### config.mk
export PLATFORM = sky130hd
export DESIGN_NAME = divider_seq
export DESIGN_NICKNAME = d
export VERILOG_FILES = /design/src/rtl/divider_pkg.sv /design/src/rtl/divider_step.sv /design/src/rtl/divider_seq.sv
export SDC_FILE = /design/constraint.sdc
export NUM_CORES = 1
export LEC_CHECK = 0
export CAP_MARGIN = 0
export CORE_AREA = 3 3 124 126
export CTS_CLUSTER_SIZE = 28
export DETAILED_ROUTE_END_ITERATION = 12
export DIE_AREA = 0 0 127 129
export GPL_TIMING_DRIVEN = 0
export HOLD_SLACK_MARGIN = 0.12
export PLACE_DENSITY = 0.78
export SKIP_CTS_REPAIR_TIMING = 1
export SLEW_MARGIN = 25
export SYNTH_ARGS = -nofsm -noshare
export SYNTH_HDL_FRONTEND = slang
export SYNTH_SLANG_ARGS = --single-unit
export TNS_END_PERCENT = 50
### constraint.sdc
create_clock -name clk -period 6.5 [get_ports clk]
set_input_delay 0.975 -clock clk [delete_from_list [all_inputs] [get_ports clk]]
set_output_delay 0.975 -clock clk [all_outputs]
set_load 0.02 [all_outputs]
### src/rtl/divider_pkg.sv
// Shared types and helpers for the sequential radix-2 restoring divider.
package divider_pkg;

    typedef enum logic [1:0] {IDLE, RUN, FINISH} div_state_t;

    localparam int DIV_WIDTH_DEFAULT = 32;

    function automatic int cnt_width(input int width);
        return $clog2(width + 1);
    endfunction

endpackage

### src/rtl/divider_step.sv
// One combinational restoring-division iteration: shift in a bit, trial-subtract.
module divider_step
    import divider_pkg::*;
#(
    parameter int WIDTH = DIV_WIDTH_DEFAULT
) (
    input  logic [WIDTH-1:0] rem_i,
    input  logic             bit_i,
    input  logic [WIDTH-1:0] divisor_i,
    output logic [WIDTH-1:0] rem_o,
    output logic             q_o
);

    logic [WIDTH:0] shifted;
    logic [WIDTH:0] trial;

    // rem < divisor on entry, so a borrow means the shifted value fits WIDTH bits
    always_comb begin
        shifted = {rem_i, bit_i};
        trial   = shifted - {1'b0, divisor_i};
        q_o     = ~trial[WIDTH];
        rem_o   = q_o ? trial[WIDTH-1:0] : shifted[WIDTH-1:0];
    end

endmodule

### src/rtl/divider_seq.sv
// Iterative unsigned divider, one quotient bit per clock, start/busy/done handshake.
// Optional result self-check enabled by defining DIVIDER_CHECK_EN.
module divider_seq
    import divider_pkg::*;
#(
    parameter int WIDTH = DIV_WIDTH_DEFAULT
) (
    input  logic             clk,
    input  logic             rst_n,
    input  logic             start,
    input  logic [WIDTH-1:0] dividend,
    input  logic [WIDTH-1:0] divisor,
    output logic             busy,
    output logic             done,
    output logic [WIDTH-1:0] quotient,
    output logic [WIDTH-1:0] remainder,
`ifdef DIVIDER_CHECK_EN
    output logic             check_err,
`endif
    output logic             div_by_zero
);

    localparam int CW = cnt_width(WIDTH);

    div_state_t       state_q, state_d;
    logic [CW-1:0]    cnt_q, cnt_d;
    logic [WIDTH-1:0] quo_q, quo_d;
    logic [WIDTH-1:0] rem_q, rem_d;
    logic [WIDTH-1:0] dvs_q, dvs_d;
    logic             busy_q, busy_d;
    logic             done_q, done_d;
    logic             dbz_q, dbz_d;
    logic [WIDTH-1:0] step_rem;
    logic             step_q;

`ifdef DIVIDER_CHECK_EN
    logic [WIDTH-1:0] orig_q, orig_d;
    logic             chk_q, chk_d;
    logic [WIDTH-1:0] chk_sum;
`endif

    // quo_q doubles as the dividend shift register: MSB out, quotient bit in
    divider_step #(.WIDTH(WIDTH)) u_step (
        .rem_i     (rem_q),
        .bit_i     (quo_q[WIDTH-1]),
        .divisor_i (dvs_q),
        .rem_o     (step_rem),
        .q_o       (step_q)
    );

    always_comb begin
        state_d = state_q;
        cnt_d   = cnt_q;
        quo_d   = quo_q;
        rem_d   = rem_q;
        dvs_d   = dvs_q;
        dbz_d   = dbz_q;
        busy_d  = 1'b0;
        done_d  = 1'b0;
`ifdef DIVIDER_CHECK_EN
        orig_d  = orig_q;
        chk_d   = chk_q;
        chk_sum = '0;
`endif
        unique case (state_q)
            IDLE, FINISH: begin
                state_d = IDLE;
                if (start) begin
`ifdef DIVIDER_CHECK_EN
                    orig_d = dividend;
                    chk_d  = 1'b0;
`endif
                    if (divisor != '0) begin
                        state_d = RUN;
                        busy_d  = 1'b1;
                        cnt_d   = CW'(WIDTH);
                        quo_d   = dividend;
                        rem_d   = '0;
                        dvs_d   = divisor;
                        dbz_d   = 1'b0;
                    end else begin
                        state_d = FINISH;
                        done_d  = 1'b1;
                        quo_d   = '1;
                        rem_d   = dividend;
                        dvs_d   = '0;
                        dbz_d   = 1'b1;
                    end
                end
            end
            RUN: begin
                rem_d  = step_rem;
                quo_d  = {quo_q[WIDTH-2:0], step_q};
                cnt_d  = cnt_q - CW'(1);
                busy_d = 1'b1;
                if (cnt_q == CW'(1)) begin
                    state_d = FINISH;
                    busy_d  = 1'b0;
                    done_d  = 1'b1;
`ifdef DIVIDER_CHECK_EN
                    chk_sum = quo_d * dvs_q + rem_d;
                    chk_d   = (chk_sum != orig_q) || (rem_d >= dvs_q);
`endif
                end
            end
            default: state_d = IDLE;
        endcase
    end

    always_ff @(posedge clk) begin
        if (!rst_n) begin
            state_q <= IDLE;
            cnt_q   <= '0;
            quo_q   <= '0;
            rem_q   <= '0;
            dvs_q   <= '0;
            busy_q  <= 1'b0;
            done_q  <= 1'b0;
            dbz_q   <= 1'b0;
`ifdef DIVIDER_CHECK_EN
            orig_q  <= '0;
            chk_q   <= 1'b0;
`endif
        end else begin
            state_q <= state_d;
            cnt_q   <= cnt_d;
            quo_q   <= quo_d;
            rem_q   <= rem_d;
            dvs_q   <= dvs_d;
            busy_q  <= busy_d;
            done_q  <= done_d;
            dbz_q   <= dbz_d;
`ifdef DIVIDER_CHECK_EN
            orig_q  <= orig_d;
            chk_q   <= chk_d;
`endif
        end
    end

    assign busy        = busy_q;
    assign done        = done_q;
    assign quotient    = quo_q;
    assign remainder   = rem_q;
    assign div_by_zero = dbz_q;

`ifdef DIVIDER_CHECK_EN
    assign check_err = chk_q;

    a_no_check_err: assert property (@(posedge clk) disable iff (!rst_n) !chk_q);
`endif

endmodule

; ---- Yosys cells after proc, flatten, opt, wreduce, memory -nomap -nowiden
; Index checks and enable logic that the tools add are counted.
[word_totals]
inputBits = 67
output_inout_bits = 67
word_cells = 47
reg_bits = 107
[op_classes]
muxes = 23
reduce_logical = 7
add_sub_neg = 2
eq_ne = 6
bitwise_logic = 1
[ops]
columns = cell, n
row1 = $mux W32, 6
row2 = $pmux W32 S2, 2
row3 = $sub A33 B32 Y33, 1
row4 = $reduce_bool A32 Y1, 1
row5 = $mux W6, 2
row6 = $pmux W6 S2, 1
row7 = $eq A6 B1 Y1 const B, 1
row8 = $mux W1, 6
row9 = $mux W2, 3
row10 = $ne A2 B2 Y1 const B, 3
row11 = $sub A6 B1 Y6 const B, 1
row12 = $pmux W1 S2, 2
row13 = $pmux W2 S2, 1
row14 = $reduce_and A2 Y1, 2
row15 = $reduce_and A3 Y1, 1
row16 = $eq A2 B1 Y1 const B, 1
row17 = $eq A2 B2 Y1 const B, 1
row18 = $logic_not A2 Y1, 1
row19 = $reduce_bool A2 Y1, 1
row20 = $reduce_or A2 Y1, 1
row21 = $not A1 Y1, 1

; ---- Logic depth before layout (Yosys ltp)
[depth]
ltp_word = 4
depth_mapped = 13
mapped_depth_nobuf = 12

; ---- Modules after synthesis
; Synthesis repeated with hierarchy kept, for this count alone.
[unflattened]
cells_unflattened = 835
hier_area_um2 = 6835.3
[modules_own_cells]
columns = mod, cells_per_inst, area_per_inst_um2, n_inst, seq_area_each_um2
row1 = divider_seq, 530, 4476.8, 1, 2142.1
row2 = divider_step, 305, 2358.5, 1, 0.0

; ---- Worst setup path after synthesis
; Ideal clock, no wire load.
[synth_timing]
kind = flip-flop to flip-flop
start = reg rem_q[0] (netlist: remainder[0])
end = reg rem_q[16] (netlist: remainder[16])
required_ns = 6.358
period_less_slack_ns = 2.826
path_stages_with_launch = 13
slack_ns = 3.674
path_buffers = 1
t_arrival_ns = 2.684
path_cell_list = dfxtp_1 -> inv_1 -> fa_1 -> nor2b_1 -> o31a_4 -> o211ai_2 -> a21oi_2 -> or4b_4 -> nand4b_4 -> buf_6 -> nor2_1 -> a211oi_1 -> a311oi_1
[synth_between]
elab_chain_cells = 3
[synth_lines]
columns = item, line_no
row1 = start: declaration, divider_seq.sv:28  ; logic [WIDTH-1:0] rem_q, rem_d;
row2 = start signal: assignment, divider_seq.sv:128  ; rem_q <= rem_d;
row3 = $sub A33 B32 Y33, divider_step.sv:20  ; trial = shifted - {1'b0, divisor_i};
row4 = $mux W32, divider_step.sv:22  ; rem_o = q_o ? trial[WIDTH-1:0] : shifted[WIDTH-1:0];
row5 = $pmux W32 S2, divider_seq.sv:65  ; unique case (state_q)
; No other way between the ends.
; A chain may end at the register's enable or synchronous reset.

; ---- Worst setup path in the final report
[layout_timing]
start = in divisor[0]
end = reg rem_q[2] (netlist: remainder[2])
[layout_between]
elab_chain_cells = 4
[layout_lines]
columns = item, line_no
row1 = start: declaration, divider_seq.sv:12  ; input logic [WIDTH-1:0] divisor,
row2 = $reduce_bool A32 Y1, divider_seq.sv:73  ; if (divisor != '0) begin
row3 = $mux W32, divider_seq.sv:73
row4 = $mux W32, divider_seq.sv:68  ; if (start) begin
row5 = $pmux W32 S2, divider_seq.sv:65
; No other way between the ends. The select of a mux whose other input is x is not followed.

==> reports/results.md <==
| Result | Reported |
| --- | --- |
| Highest-delay cell along the critical path | clkbuf_1 |
| Synth top area cells | dfxtp_1 (34%), a21oi_1 (6.9%), nand2_1 (6.8%), ha_1 (6.7%), nor2_1 (4.1%) |
| Post-synth EDFFs | 0 |
| Number of violations of the max-capacitance limit | 0 |
| Setup repair after global routing missed its margin | no |
| Post-route clock skew | 0.00720 ns |
| Syn_nets | 947 |
| Die ar. | 16400 sq um |
| Final hold violation count | 0 |
| Final sum of negative setup slack | 0 ns |
| Final clock period utilization by the worst path | 52.4% |
| Mapped Area | 6380 sq um |
| Clock tree root buffer cell | clkbuf_16 |
| Clock tree from TritonCTS | built |
| Worst hold start | dvs_q[15]$_SDFFE_PN0P_ |
| F_max | 293 MHz |
| Horiz. Die Dim | 127 um |
| Setup slack of the worst register-to-register path | 3.30 ns |
| Total number of vias | 6752 |
| Routability cong. | 0.916 |
| Deepest level of the CTS H-tree | 3 |
| Worst Path Required | 6.78 ns |
| Seq/Total Area, Yosys | 33.6% |
| Antenna Diode Count | 0 |
| # fillers | 1406 |
| Antenna violations before repair | 0 |
| Wire length per cell | 17.5 um |
| Final max-slew violation count | 0 |
| Arrival @ worst endpoint | 3.69 ns |
| Global-route wire length before repair | 32300 um |
| Max-slew headroom | 46.2% |
| Initial standard-cell utilization of the core | 44.2% |
| Vertical die dimension | 129 um |
| Endpoint class of the critical path | register |
| Fin crit period | 3.41 ns |
| Synth-to-layout area growth | 28.7% |
| Core occupancy in the finished layout | 56.9% |
| Routed WL | 20600 um |
| Distinct cell type count after synthesis | 59 |
| I/O pins | 134 |
| Instance count of the mapped netlist | 845 |
| Startpoint type of the worst setup path | primary input |
| Hold WC Path Type | register to register |
| End point of the worst hold path | dvs_q[15]$_SDFFE_PN0P_ |
| Count of final setup violators | 0 |
| Worst path most repeated cell | nor3_1 |
| Vias in the first global route | 6321 |
| Hold depth | 2 |
| DRC violations left | 0 |
| Pre-antenna DRT Iters | 5 |
| Largest net degree at the start of global routing | 18 |
| Worst-path maximum fanout | 10 |
| Maximum buffer depth of the clock tree | 2 |
| Share of final-layout standard cells stronger than drive strength 1 | 3.83% |
| Number of buffers added on ports | 133 |
| List of most frequent post-synthesis cells | nand2_1 (116), dfxtp_1 (107), a21oi_1 (88) |
| Standard-cell rows | 44 |
| Via density | 5.74 |
| Endpoint of the most critical register-to-register path | remainder[7]$_SDFFE_PN0P_ |
| Total routing resource utilization after global routing | 24.6% |
| Sum of overflow across all layers after global routing | 0 |
| DP HPWL | 16100 um |
| Power per unit of standard cell area | 348 nW/um^2 |
| Worst reg2reg path startpoint | quotient[31]$_SDFFE_PN0P_ |
| Critical setup path kind | primary input to register |
| Leading area contributor after synthesis | dfxtp_1 |
| Clock Latency Late Sink | 0.36 ns |
| Clk slew on worst S/H paths | 0.07 ns |
| Prevailing post-synth register cell | dfxtp_1 |
| Initial DRC count | 668 |
| Number of clock buffers inserted by TritonCTS | 9 |
| Worst slew pin tran | 0.801 ns |
| Worst Reg-to-Reg Cells | 13 |
| Number of flip-flops and latches in the synthesized netlist | 107 |
| Core Box Area | 14400 sq um |
| Leakage | 3.14 nW |
| Clock tree sinks | 107 |
| Synth warnings | 0 |
| Post-detailed-route count of antenna-violating nets | 0 |
| Post-Syn Area per Cell | 7.55 sq um |
| Result of the run | finished, final reports clean |
| Maximum resistive drop on vdd | 0.189 mV |
| CP max stage delay | 0.55 ns |
| Number of nets in the final layout | 1091 |
| Most instantiated library cell after synthesis | nand2_1 |
| Cell-by-cell listing of the critical path | clkdlybuf4s50_1 -> nor4_1 -> nand4_1 -> nor3_1 -> clkbuf_1 -> a221oi_1 -> nor3_1 |
| Proportion of synthesized flip-flops having asynchronous set or reset | 0% |
| Area share of the leading cell type in the synthesized netlist | 33.6% |
==> kinds of logic after synthesis <==
logic type                 synth area share (%)
muxes                                      1.12
adders and majority gates                  6.98
and+or+nand+nor                            23.1
xor gates and xnor gates                   3.57
buffers and inverters                      6.69
DFF                                        33.6
AOI/OAI and AO/OA                          25.0
==> power by group <==
part           internal (mW)  switching [mW]
clock network          0.261           0.268
logic                  0.664           0.851
registers              0.730          0.0851
==> layout make-up <==
class / instances / area (sq um) / share of cell area, %
Buffer: 57 / 262 / 3.19
Clock buffer: 10 / 229 / 2.79
Clock inverter: 5 / 40.0 / 0.488
Inverter: 44 / 165 / 2.01
Multi-Input combinational cell: 637 / 3810 / 46.4
Sequential cell: 107 / 2140 / 26.1
Tap cell: 184 / 230 / 2.80
Timing Repair Buffer: 133 / 1330 / 16.2
==> registers in the layout, indices dropped and copies added (netlist names) <==
signal / flops
dvs_q: 32
quotient: 32
cnt_q: 6
div_by_zero: 1
done: 1
state_q: 2
busy: 1
remainder: 32
==> per-layer routing <==
layer,vias up,part of all wire [%],global-route usage [%]
met3,34,8.0,3.15
met5,-,0,0
met2,303,45,39.0
met4,0,2.4,8.71
li1,3330,-,-
met1,3085,44,34.4
==> layout by cell type, fill, tap and decap left out, types with 11 or more instances in the layout <==
| cell | count |
|---|---|
| dfxtp_1 | 107 |
| nand2_1 | 116 |
| and3_1 | 11 |
| a21oi_1 | 88 |
| nor2_1 | 70 |
| xnor2_1 | 18 |
| clkdlybuf4s50_1 | 133 |
| nor3_1 | 48 |
| inv_1 | 44 |
| o21ai_0 | 23 |
| o22ai_1 | 38 |
| nand3_1 | 23 |
| a211oi_1 | 19 |
| a31oi_1 | 12 |
| ha_1 | 34 |
| clkbuf_1 | 45 |
==> critical path: cells and delay by family <==
| family | cells | cell delay, ns |
|---|---|---|
| AO/OA/AOI/OAI | 1 | 0.17 |
| AND/OR/NAND/NOR | 4 | 1.51 |
| buffers and inverters | 2 | 1.02 |
==> worst max-delay path by stage <==
stage / startpoint / end / slack [ns]
after floorplan: remainder[0]$_SDFFE_PN0P_ / remainder[16]$_SDFFE_PN0P_ / 3.67
after global placement: divisor[0] / remainder[12]$_SDFFE_PN0P_ / 2.84
after detailed placement: divisor[0] / quotient[10]$_SDFFE_PN0P_ / 2.80
after CTS: divisor[0] / quotient[10]$_SDFFE_PN0P_ / 3.16
after global routing: divisor[0] / quotient[10]$_SDFFE_PN0P_ / 2.85
final: divisor[0] / remainder[2]$_SDFFE_PN0P_ / 3.09
==> per-stage QoR <==
stage / instances / cell area, sq um / setup slack (ns) / hold slack [ns] / power, mW
6_report: 1177 / 8210 / 3.09 / 0.455 / 2.86
5_1_grt: 1177 / 8210 / 2.85 / 0.472 / 3.02
4_1_cts: 1177 / 8210 / 3.16 / 0.458 / 2.84
3_5_place_dp: 1162 / 7940 / 2.80 / 0.448 / 2.32
3_3_place_gp: 1162 / 7940 / 2.84 / 0.443 / 2.31
2_1_floorplan: 845 / 6380 / 3.67 / 0.432 / 1.89
Power figures use the tool's default switching activity.
